===== src/rtl/led_pkg.sv =====
// Shared encodings and level constants for the LED bar pattern blocks.
package led_pkg;
  localparam int LEVEL_W = 8;
  localparam logic [LEVEL_W-1:0] LEVEL_MAX = 8'd255;

  typedef enum logic [1:0] {
    MODE_BOUNCE  = 2'd0,
    MODE_CHASE   = 2'd1,
    MODE_FILL    = 2'd2,
    MODE_BREATHE = 2'd3
  } mode_e;

  typedef enum logic {
    DIR_UP   = 1'b0,
    DIR_DOWN = 1'b1
  } dir_e;
endpackage


===== src/rtl/led_step_timer.sv =====
// Step prescaler: counts 0..TICKS-1, freezes while paused, flags the last tick as a step boundary.
module led_step_timer #(
  parameter int TICKS = 6_000_000
) (
  input  logic clk,
  input  logic reset,
  input  logic pause,
  output logic boundary
);
  localparam int CW = (TICKS > 1) ? $clog2(TICKS) : 1;
  localparam logic [CW-1:0] LAST = CW'(TICKS - 1);

  logic [CW-1:0] count_q, count_d;

  always_comb begin
    count_d = count_q;
    if (!pause) begin
      count_d = (count_q == LAST) ? '0 : count_q + CW'(1);
    end
  end

  assign boundary = !pause && (count_q == LAST);

  always_ff @(posedge clk) begin
    if (reset) begin
      count_q <= '0;
    end else begin
      count_q <= count_d;
    end
  end
endmodule


===== src/rtl/led_pattern_sequencer.sv =====
// LED bar pattern sequencer: steps one of four effects and registers per-LED levels for the PWM stage.
// mode    | meaning
// BOUNCE  | bright spot walks back and forth with a decaying halo
// CHASE   | spot walks forward with a dim tail, wrapping
// FILL    | bar fills from LED0 up to all lit, then clears
// BREATHE | all LEDs ramp up and down together
module led_pattern_sequencer
  import led_pkg::*;
#(
  parameter int N_LEDS      = 10,
  parameter int STEP_TICKS  = 6_000_000,
  parameter int MIN_BRIGHT  = 8,
  parameter int BREATHE_INC = 8
) (
  input  logic                      CLOCK_50,
  input  logic                      reset,
  input  logic                      mode_next,
  input  logic                      pause,
  output logic [N_LEDS*LEVEL_W-1:0] brightness,
  output logic [1:0]                mode,
  output logic                      step_strobe
);
  localparam int PW = $clog2(N_LEDS + 1);

  mode_e                     mode_q, mode_d;
  dir_e                      dir_q, dir_d;
  logic [PW-1:0]             pos_q, pos_d;
  logic [LEVEL_W-1:0]        level_q, level_d;
  logic                      pending_q, pending_d;
  logic                      step_strobe_q, step_strobe_d;
  logic [N_LEDS*LEVEL_W-1:0] brightness_q, brightness_d;
  logic                      boundary;

  led_step_timer #(.TICKS(STEP_TICKS)) u_timer (
    .clk      (CLOCK_50),
    .reset    (reset),
    .pause    (pause),
    .boundary (boundary)
  );

  function automatic logic [N_LEDS*LEVEL_W-1:0] map_levels(
    input mode_e m, input logic [PW-1:0] p, input logic [LEVEL_W-1:0] lvl);
    logic [N_LEDS*LEVEL_W-1:0] r;
    int pi, prev, d, v;
    r    = '0;
    pi   = int'(p);
    prev = (pi == 0) ? N_LEDS - 1 : pi - 1;
    for (int i = 0; i < N_LEDS; i++) begin
      v = 0;
      d = 0;
      unique case (m)
        MODE_BOUNCE: begin
          d = (i > pi) ? i - pi : pi - i;
          if (d == 0)      v = int'(LEVEL_MAX);
          else if (d >= 8) v = MIN_BRIGHT;
          else             v = MIN_BRIGHT + (int'(LEVEL_MAX) >> d);
          if (v > int'(LEVEL_MAX)) v = int'(LEVEL_MAX);
        end
        MODE_CHASE: begin
          if (i == pi)        v = int'(LEVEL_MAX);
          else if (i == prev) v = 64;
        end
        MODE_FILL:    v = (i < pi) ? int'(LEVEL_MAX) : 0;
        MODE_BREATHE: v = int'(lvl);
      endcase
      r[i*LEVEL_W +: LEVEL_W] = LEVEL_W'(v);
    end
    return r;
  endfunction

  always_comb begin
    mode_d        = mode_q;
    dir_d         = dir_q;
    pos_d         = pos_q;
    level_d       = level_q;
    pending_d     = pending_q | mode_next;
    step_strobe_d = boundary;
    brightness_d  = map_levels(mode_q, pos_q, level_q);
    if (boundary) begin
      pending_d = 1'b0;
      // A request arriving on the boundary cycle itself still counts for this step.
      if (pending_q || mode_next) begin
        mode_d  = mode_e'(mode_q + 2'd1);
        pos_d   = '0;
        dir_d   = DIR_UP;
        level_d = '0;
      end else begin
        unique case (mode_q)
          MODE_BOUNCE: begin
            if (dir_q == DIR_UP) begin
              if (pos_q == PW'(N_LEDS - 1)) begin
                pos_d = PW'(N_LEDS - 2);
                dir_d = DIR_DOWN;
              end else begin
                pos_d = pos_q + PW'(1);
              end
            end else begin
              if (pos_q == '0) begin
                pos_d = PW'(1);
                dir_d = DIR_UP;
              end else begin
                pos_d = pos_q - PW'(1);
              end
            end
          end
          MODE_CHASE: pos_d = (pos_q == PW'(N_LEDS - 1)) ? '0 : pos_q + PW'(1);
          MODE_FILL:  pos_d = (pos_q == PW'(N_LEDS)) ? '0 : pos_q + PW'(1);
          MODE_BREATHE: begin
            if (dir_q == DIR_UP) begin
              if (int'(level_q) > int'(LEVEL_MAX) - BREATHE_INC) begin
                level_d = LEVEL_MAX;
                dir_d   = DIR_DOWN;
              end else begin
                level_d = level_q + LEVEL_W'(BREATHE_INC);
              end
            end else begin
              if (int'(level_q) < BREATHE_INC) begin
                level_d = '0;
                dir_d   = DIR_UP;
              end else begin
                level_d = level_q - LEVEL_W'(BREATHE_INC);
              end
            end
          end
        endcase
      end
    end
  end

  always_ff @(posedge CLOCK_50) begin
    if (reset) begin
      mode_q        <= MODE_BOUNCE;
      dir_q         <= DIR_UP;
      pos_q         <= '0;
      level_q       <= '0;
      pending_q     <= 1'b0;
      step_strobe_q <= 1'b0;
      brightness_q  <= '0;
    end else begin
      mode_q        <= mode_d;
      dir_q         <= dir_d;
      pos_q         <= pos_d;
      level_q       <= level_d;
      pending_q     <= pending_d;
      step_strobe_q <= step_strobe_d;
      brightness_q  <= brightness_d;
    end
  end

  assign brightness  = brightness_q;
  assign mode        = mode_q;
  assign step_strobe = step_strobe_q;
endmodule


===== config.mk =====
export PLATFORM = sky130hd
export DESIGN_NAME = led_pattern_sequencer
export DESIGN_NICKNAME = d
export VERILOG_FILES = /design/src/rtl/led_pkg.sv /design/src/rtl/led_step_timer.sv /design/src/rtl/led_pattern_sequencer.sv
export SDC_FILE = /design/constraint.sdc
export NUM_CORES = 1
export LEC_CHECK = 0
export BUFFER_PORTS_ARGS = -buffer_cell sky130_fd_sc_hd__buf_2
export CELL_PAD_IN_SITES_DETAIL_PLACEMENT = 0
export CELL_PAD_IN_SITES_GLOBAL_PLACEMENT = 1
export CORE_MARGIN = 2
export CORE_UTILIZATION = 48
export DETAILED_ROUTE_END_ITERATION = 8
export PLACE_DENSITY = 0.91
export SLEW_MARGIN = 25
export SYNTH_ARGS = -nofsm -noshare
export SYNTH_HDL_FRONTEND = slang
export SYNTH_SLANG_ARGS = --single-unit

===== constraint.sdc =====
create_clock -name CLOCK_50 -period 7 [get_ports CLOCK_50]
set_clock_uncertainty 0.1 [all_clocks]
set_input_delay 1.05 -clock CLOCK_50 [delete_from_list [all_inputs] [get_ports CLOCK_50]]
set_output_delay 1.05 -clock CLOCK_50 [all_outputs]
set_load 0.005 [all_outputs]

# Word-level counts from Yosys, hierarchy flattened
# Cells that the tools add are included.
# word_totals
ff_bits,120
in_bits,4
word_cells,254
out_inout_bits,83
# op_classes
magnitude_cmp,41
shifts,10
n_reduce_logical,25
add_sub_neg,34
n_eq_ne,24
bitwise_logic,1
muxes,111
# op_table
operator,n
32-bit two-way mux,40
32-bit zero test,11
5-bit by 32-bit adder with 32-bit output (first input constant),10
32-bit by 9-bit > comparator with 1-bit output (second input constant),10
8-bit one-hot mux with 4 select lines,10
32-bit by 5-bit greater-or-equal comparator with 1-bit output (second input constant),9
8-bit by 32-bit right shift with 32-bit output (first input constant),9
8-bit two-way mux,35
4-bit by 32-bit equality test with 1-bit output (first input constant),4
7-bit two-way mux,10
3-bit by 32-bit equality test with 1-bit output (first input constant),2
5-bit by 32-bit equality test with 1-bit output (first input constant),2
2-bit by 32-bit equality test with 1-bit output (first input constant),1
8-bit by 4-bit right shift with 32-bit output (first input constant),1
4-bit equality test (first input constant),6
4-bit two-way mux,6
23-bit by 1-bit adder with 23-bit output (second input constant),1
23-bit equality test (second input constant),1
23-bit two-way mux,1
3-bit by 4-bit subtractor with 5-bit output (first input constant),4
4-bit by 3-bit subtractor with 5-bit output (second input constant),4
3-bit by 4-bit > comparator with 1-bit output (first input constant),4
3-bit by 4-bit less-than comparator with 1-bit output (first input constant),4
4-bit one-hot mux with 3 select lines,1
other kinds (38),60

# Logic depth before layout (Yosys ltp)
# depth
word_depth,10
mapped_depth,16
depth_no_buf,13

# Hierarchy
# From an unflattened synthesis, not the netlist that was laid out.
# hier_totals
cells_unflattened,956
area_unflattened_um2,7820.0
# by_module_without_submodules
mod,n_inst,area_per_inst_um2,cells_per_inst,seq_area_each_um2
led_pattern_sequencer,1,6682.7,826,1901.8
led_step_timer,1,1137.3,130,460.4

# Worst setup path before layout
# OpenSTA, ideal clock, no wires.
# synth_path
kind,reg2reg
startpoint,register pos_q[3]
endpoint,register brightness_q[23] (netlist: brightness[23])
arrival_ps,3268
stages_incl_launch_ff,15
n_path_buf,3
slack_ps,3545
t_required_ps,6813
path_cell_list,dfxtp_1 inv_2 clkbuf_1 ha_1 buf_4 nand2_1 o21a_1 buf_4 mux2i_1 or2_1 a21oi_1 ha_1 xor2_1 or4_1 a221oi_2
# synth_between
elab_chain_len,10
word_cells_on_any_way,18
cone_classes,add/sub (3); order compare (4); eq/ne (1); shift (1); mux (8); reduce/logical (1)
# synth_lines
element,line,text
from (decl),led_pattern_sequencer.sv:27,"logic [PW-1:0] pos_q, pos_d;"
from (signal assigned),led_pattern_sequencer.sv:142,pos_q <= pos_d;
"4-bit by 2-bit subtractor with 5-bit output, or another cell as far along",led_pattern_sequencer.sv:53,d = (i > pi) ? i - pi : pi - i;
32-bit two-way mux,led_pattern_sequencer.sv:53,
8-bit by 32-bit right shift with 32-bit output,led_pattern_sequencer.sv:56,else v = MIN_BRIGHT + (int'(LEVEL_MAX) >> d);
5-bit by 32-bit adder with 32-bit output,led_pattern_sequencer.sv:56,
32-bit two-way mux,led_pattern_sequencer.sv:55,else if (d >= 8) v = MIN_BRIGHT;
32-bit two-way mux,led_pattern_sequencer.sv:54,if (d == 0) v = int'(LEVEL_MAX);
32-bit two-way mux,led_pattern_sequencer.sv:51,unique case (m)
32-bit by 9-bit > comparator with 1-bit output,led_pattern_sequencer.sv:57,if (v > int'(LEVEL_MAX)) v = int'(LEVEL_MAX);
8-bit two-way mux,led_pattern_sequencer.sv:57,
8-bit one-hot mux with 4 select lines (*),led_pattern_sequencer.sv:51,
to (signal assigned),led_pattern_sequencer.sv:146,brightness_q <= brightness_d;
to (decl),led_pattern_sequencer.sv:31,"logic [N_LEDS*LEVEL_W-1:0] brightness_q, brightness_d;"
# Every way passes the cells marked *; elsewhere a longest branch is shown, timed or not. The select of a mux whose other input is x is not followed.
# A chain may end at the register's enable or synchronous reset.

# Worst setup path in the final report
# layout_path
startpoint,register pos_q[2]
endpoint,register brightness_q[23] (netlist: brightness[23])
# Same word-level chain as after synthesis.

==> key figures <==
Outcome
  – Run status: finished, final reports clean

Global routing
  – Total grt overflow: 0
  – Largest net degree at the start of global routing: 68
  – Vias in the first global route: 6,641
  – Initial antenna violation count: 0
  – Global-route wire length before repair: 35,400 um
  – All-layer global routing usage: 26.8%

Floorplan
  – Core area: roughly 0.015 sq mm
  – Die width: 129 um
  – Starting density of the core: between 40 and 50%
  – Die H: 129 um
  – IO Count: 87
  – Site Rows: 45
  – Die area: 0.0168 sq mm

Hold path
  – Worst hold path type: reg -> reg
  – Hold path start: pending_q

STA
  – Max Freq: 216 MHz
  – Crit path time final: 4.64 ns
  – Rel. slew slack: between 30% and 40%
  – Worst slew pin tran: between 1 and 1.5 ns
  – Fin Setup TNS: 0 ns
  – Final Hold Viols: 0
  – Pins Over Slew Limit: 0
  – # setup viols final: 0
  – RSZ-0062 raised after global routing: false
  – Tcrit/Tclk final: 66.3%

Detailed routing
  – Starting DRT DRC Count: 692
  – TritonRoute pass-1 iters: 7
  – DRC Markers: 0
  – Routed WL: 22,300 um
  – Via density: 6.14
  – Post-Route M1 WL: 10,000 um
  – Avg WL per Cell: around 19 um
  – Met2 WL: 10,000 um
  – Final ANT Viol Nets: 0
  – DR vias: 7,399
  – Routed wire length on met3: 1890 um
  – DR top layer: met4

Yosys
  – Syn avg cell area: 8.09 sq um
  – Syn Inst Count: about 930
  – Synth unique cells: 79
  – Largest family of logic cells by synthesized area: compound AO/OA/AOI/OAI gates
  – Register area share after synthesis: 31.3%
  – Post-synthesis compound-gate area fraction: 26.8%
  – Yosys reg bits: ~120
  – Post-Synth Simple-Gate Area: 21.1%
  – Mapped cell area: 0.00756 sq mm
  – Post-synthesis mux area share: 3.21%
  – Syn nets: 984
  – Post-synth EDFFs: 0
  – Yosys warns: 0
  – Adder-cell share of the synthesized area: 7.61%
  – XOR/XNOR share of the synthesized area: between 4 and 5%
  – Top FF cell, synth: dfxtp_1
  – Ys async rst share: 0%

Placed design
  – Detailed placement HPWL: 14,800 um
  – I/O Buffers: 86
  – GP Congestion: 0.929
  – Area after DPL: slightly above 0.008 sq mm

Power and ir drop
  – Pwr Density: 180 mW/mm^2
  – Worst vdd ir: roughly 160 uV
  – Total power: approximately 1.6 mW
  – Leak: between 3 and 4 nW

Cells and area
  – Design Area, Final: 0.00862 sq mm
  – ANT cells: 0
  – Syn-to-layout area delta: 14.0%
  – Number of nets in the layout: 1,033
  – Share of layout cells above drive strength 1: between 15 and 20%
  – Commonest non-fill, non-tap cell in the layout: dfxtp_1
  – Most frequent cells in the layout: dfxtp_1, nor2_1, buf_2

Critical path
  – R2R Path Start: pos_q[2]
  – Critical Path Start Type: register
  – CP endpoint kind: register
  – Crit path required time: 7.24 ns
  – CP Class: reg -> reg
  – CP max FO: 22
  – Worst Path Arrival: 4.88 ns
  – Worst setup startpoint: pos_q[2]

Clock tree
  – CTS Buf Count: 17
  – Reg clk slew, reported paths: around 0.06 ns
  – Post-CTS setup buffers: 0
  – CTS Hold Bufs: 0
  – CTS root buf: clkbuf_16
  – TritonCTS clock tree: built
  – CTS max path bufs: 2
  – Worst-Skew Late Latency: 0.43 ns
  – PostCTS Resize Cnt: 0
  – Clk sinks: between 100 and 150
  – H-tree levels: 4

Run
  – Max-Cap Viols: 0
## final timing paths
check | endpoint | slack (ns) | depth (start not counted)
hold / removal | pending_q | 0.40 | 2
hold reg to reg | pending_q | 0.40 | 2
setup / recovery | brightness[23] | 2.36 | 11
setup reg to reg | brightness[23] | 2.36 | 11
## stage by stage
stage               hold slack, ns  utilization, %  setup slack [ns]  std cells
floorplan                    0.348               -              3.54        934
global placement             0.370            52.6              2.64       1175
detailed placement           0.385            52.6              2.50       1175
CTS                          0.399            56.3              2.47       1206
global route                 0.446            56.3              1.95       1206
finish                       0.396            56.3              2.36       1206
## layer usage
metal	track usage, %	up-vias
met5	0	-
met4	8.54	0
met3	5.12	33
met2	41.7	335
met1	37.5	3515
li1	-	3516
## worst max-delay path, stage by stage, from the launching register on
cell      delay [ns]
dfxtp_1         0.85
inv_1           0.49
ha_1            0.45
ha_1            0.40
o21a_1          0.38
mux2i_1         0.44
or2_1           0.21
a21oi_1         0.10
ha_1            0.27
xor2_1          0.15
or4_1           0.44
a221oi_2        0.27
## registers in the layout (all words and copies together), names as in the netlist
name / count
dir_q: 1
step_strobe: 1
level_q: 6
pending_q: 1
u_timer.count_q: 23
mode: 2
brightness: 80
pos_q: 4
## area by class of cell
type                            count  area, sq um
Sequential cell                   118         2360
Clock buffer                       17          425
Multi-Input combinational cell    717         4820
Fill cell                        1520         6700
Timing Repair Buffer               93          483
Tap cell                          211          264
Clock inverter                     14          130
Inverter                           36          135
## synth_stat cells, types with 13 or more instances
cell type / number / area (sq um)
inv_1: 34 / 128
dfxtp_1: 118 / 2360
buf_2: 13 / 65.1
nand2_1: 69 / 259
a221oi_1: 34 / 298
a21oi_1: 84 / 420
ha_1: 46 / 576
xnor2_1: 19 / 166
xor2_1: 22 / 193
mux2i_1: 22 / 220
nand2b_1: 19 / 119
clkbuf_1: 43 / 161
nor3_1: 18 / 90.1
nor2b_1: 23 / 144
o211ai_1: 14 / 105
a21o_1: 18 / 135
nand4_1: 13 / 81.3
a31oi_1: 15 / 93.8
nand3_1: 27 / 135
nor2_1: 91 / 342
o21ai_0: 38 / 190
## power breakdown
group          internal (mW)  switching [mW]  total, mW
clock network          0.487           0.334      0.821
logic                 0.0179          0.0258     0.0437
registers              0.684         0.00406      0.688
## cells by family after synthesis
group / count (synthesis)
AND/OR/NAND/NOR: 315
AO/OA/AOI/OAI: 291
flip-flops: 118
buffers and inverters: 99
adder cells (fa/ha/maj): 46
XOR/XNOR: 41
multiplexers: 24
Note: power is estimated with default switching activity, not from simulation.
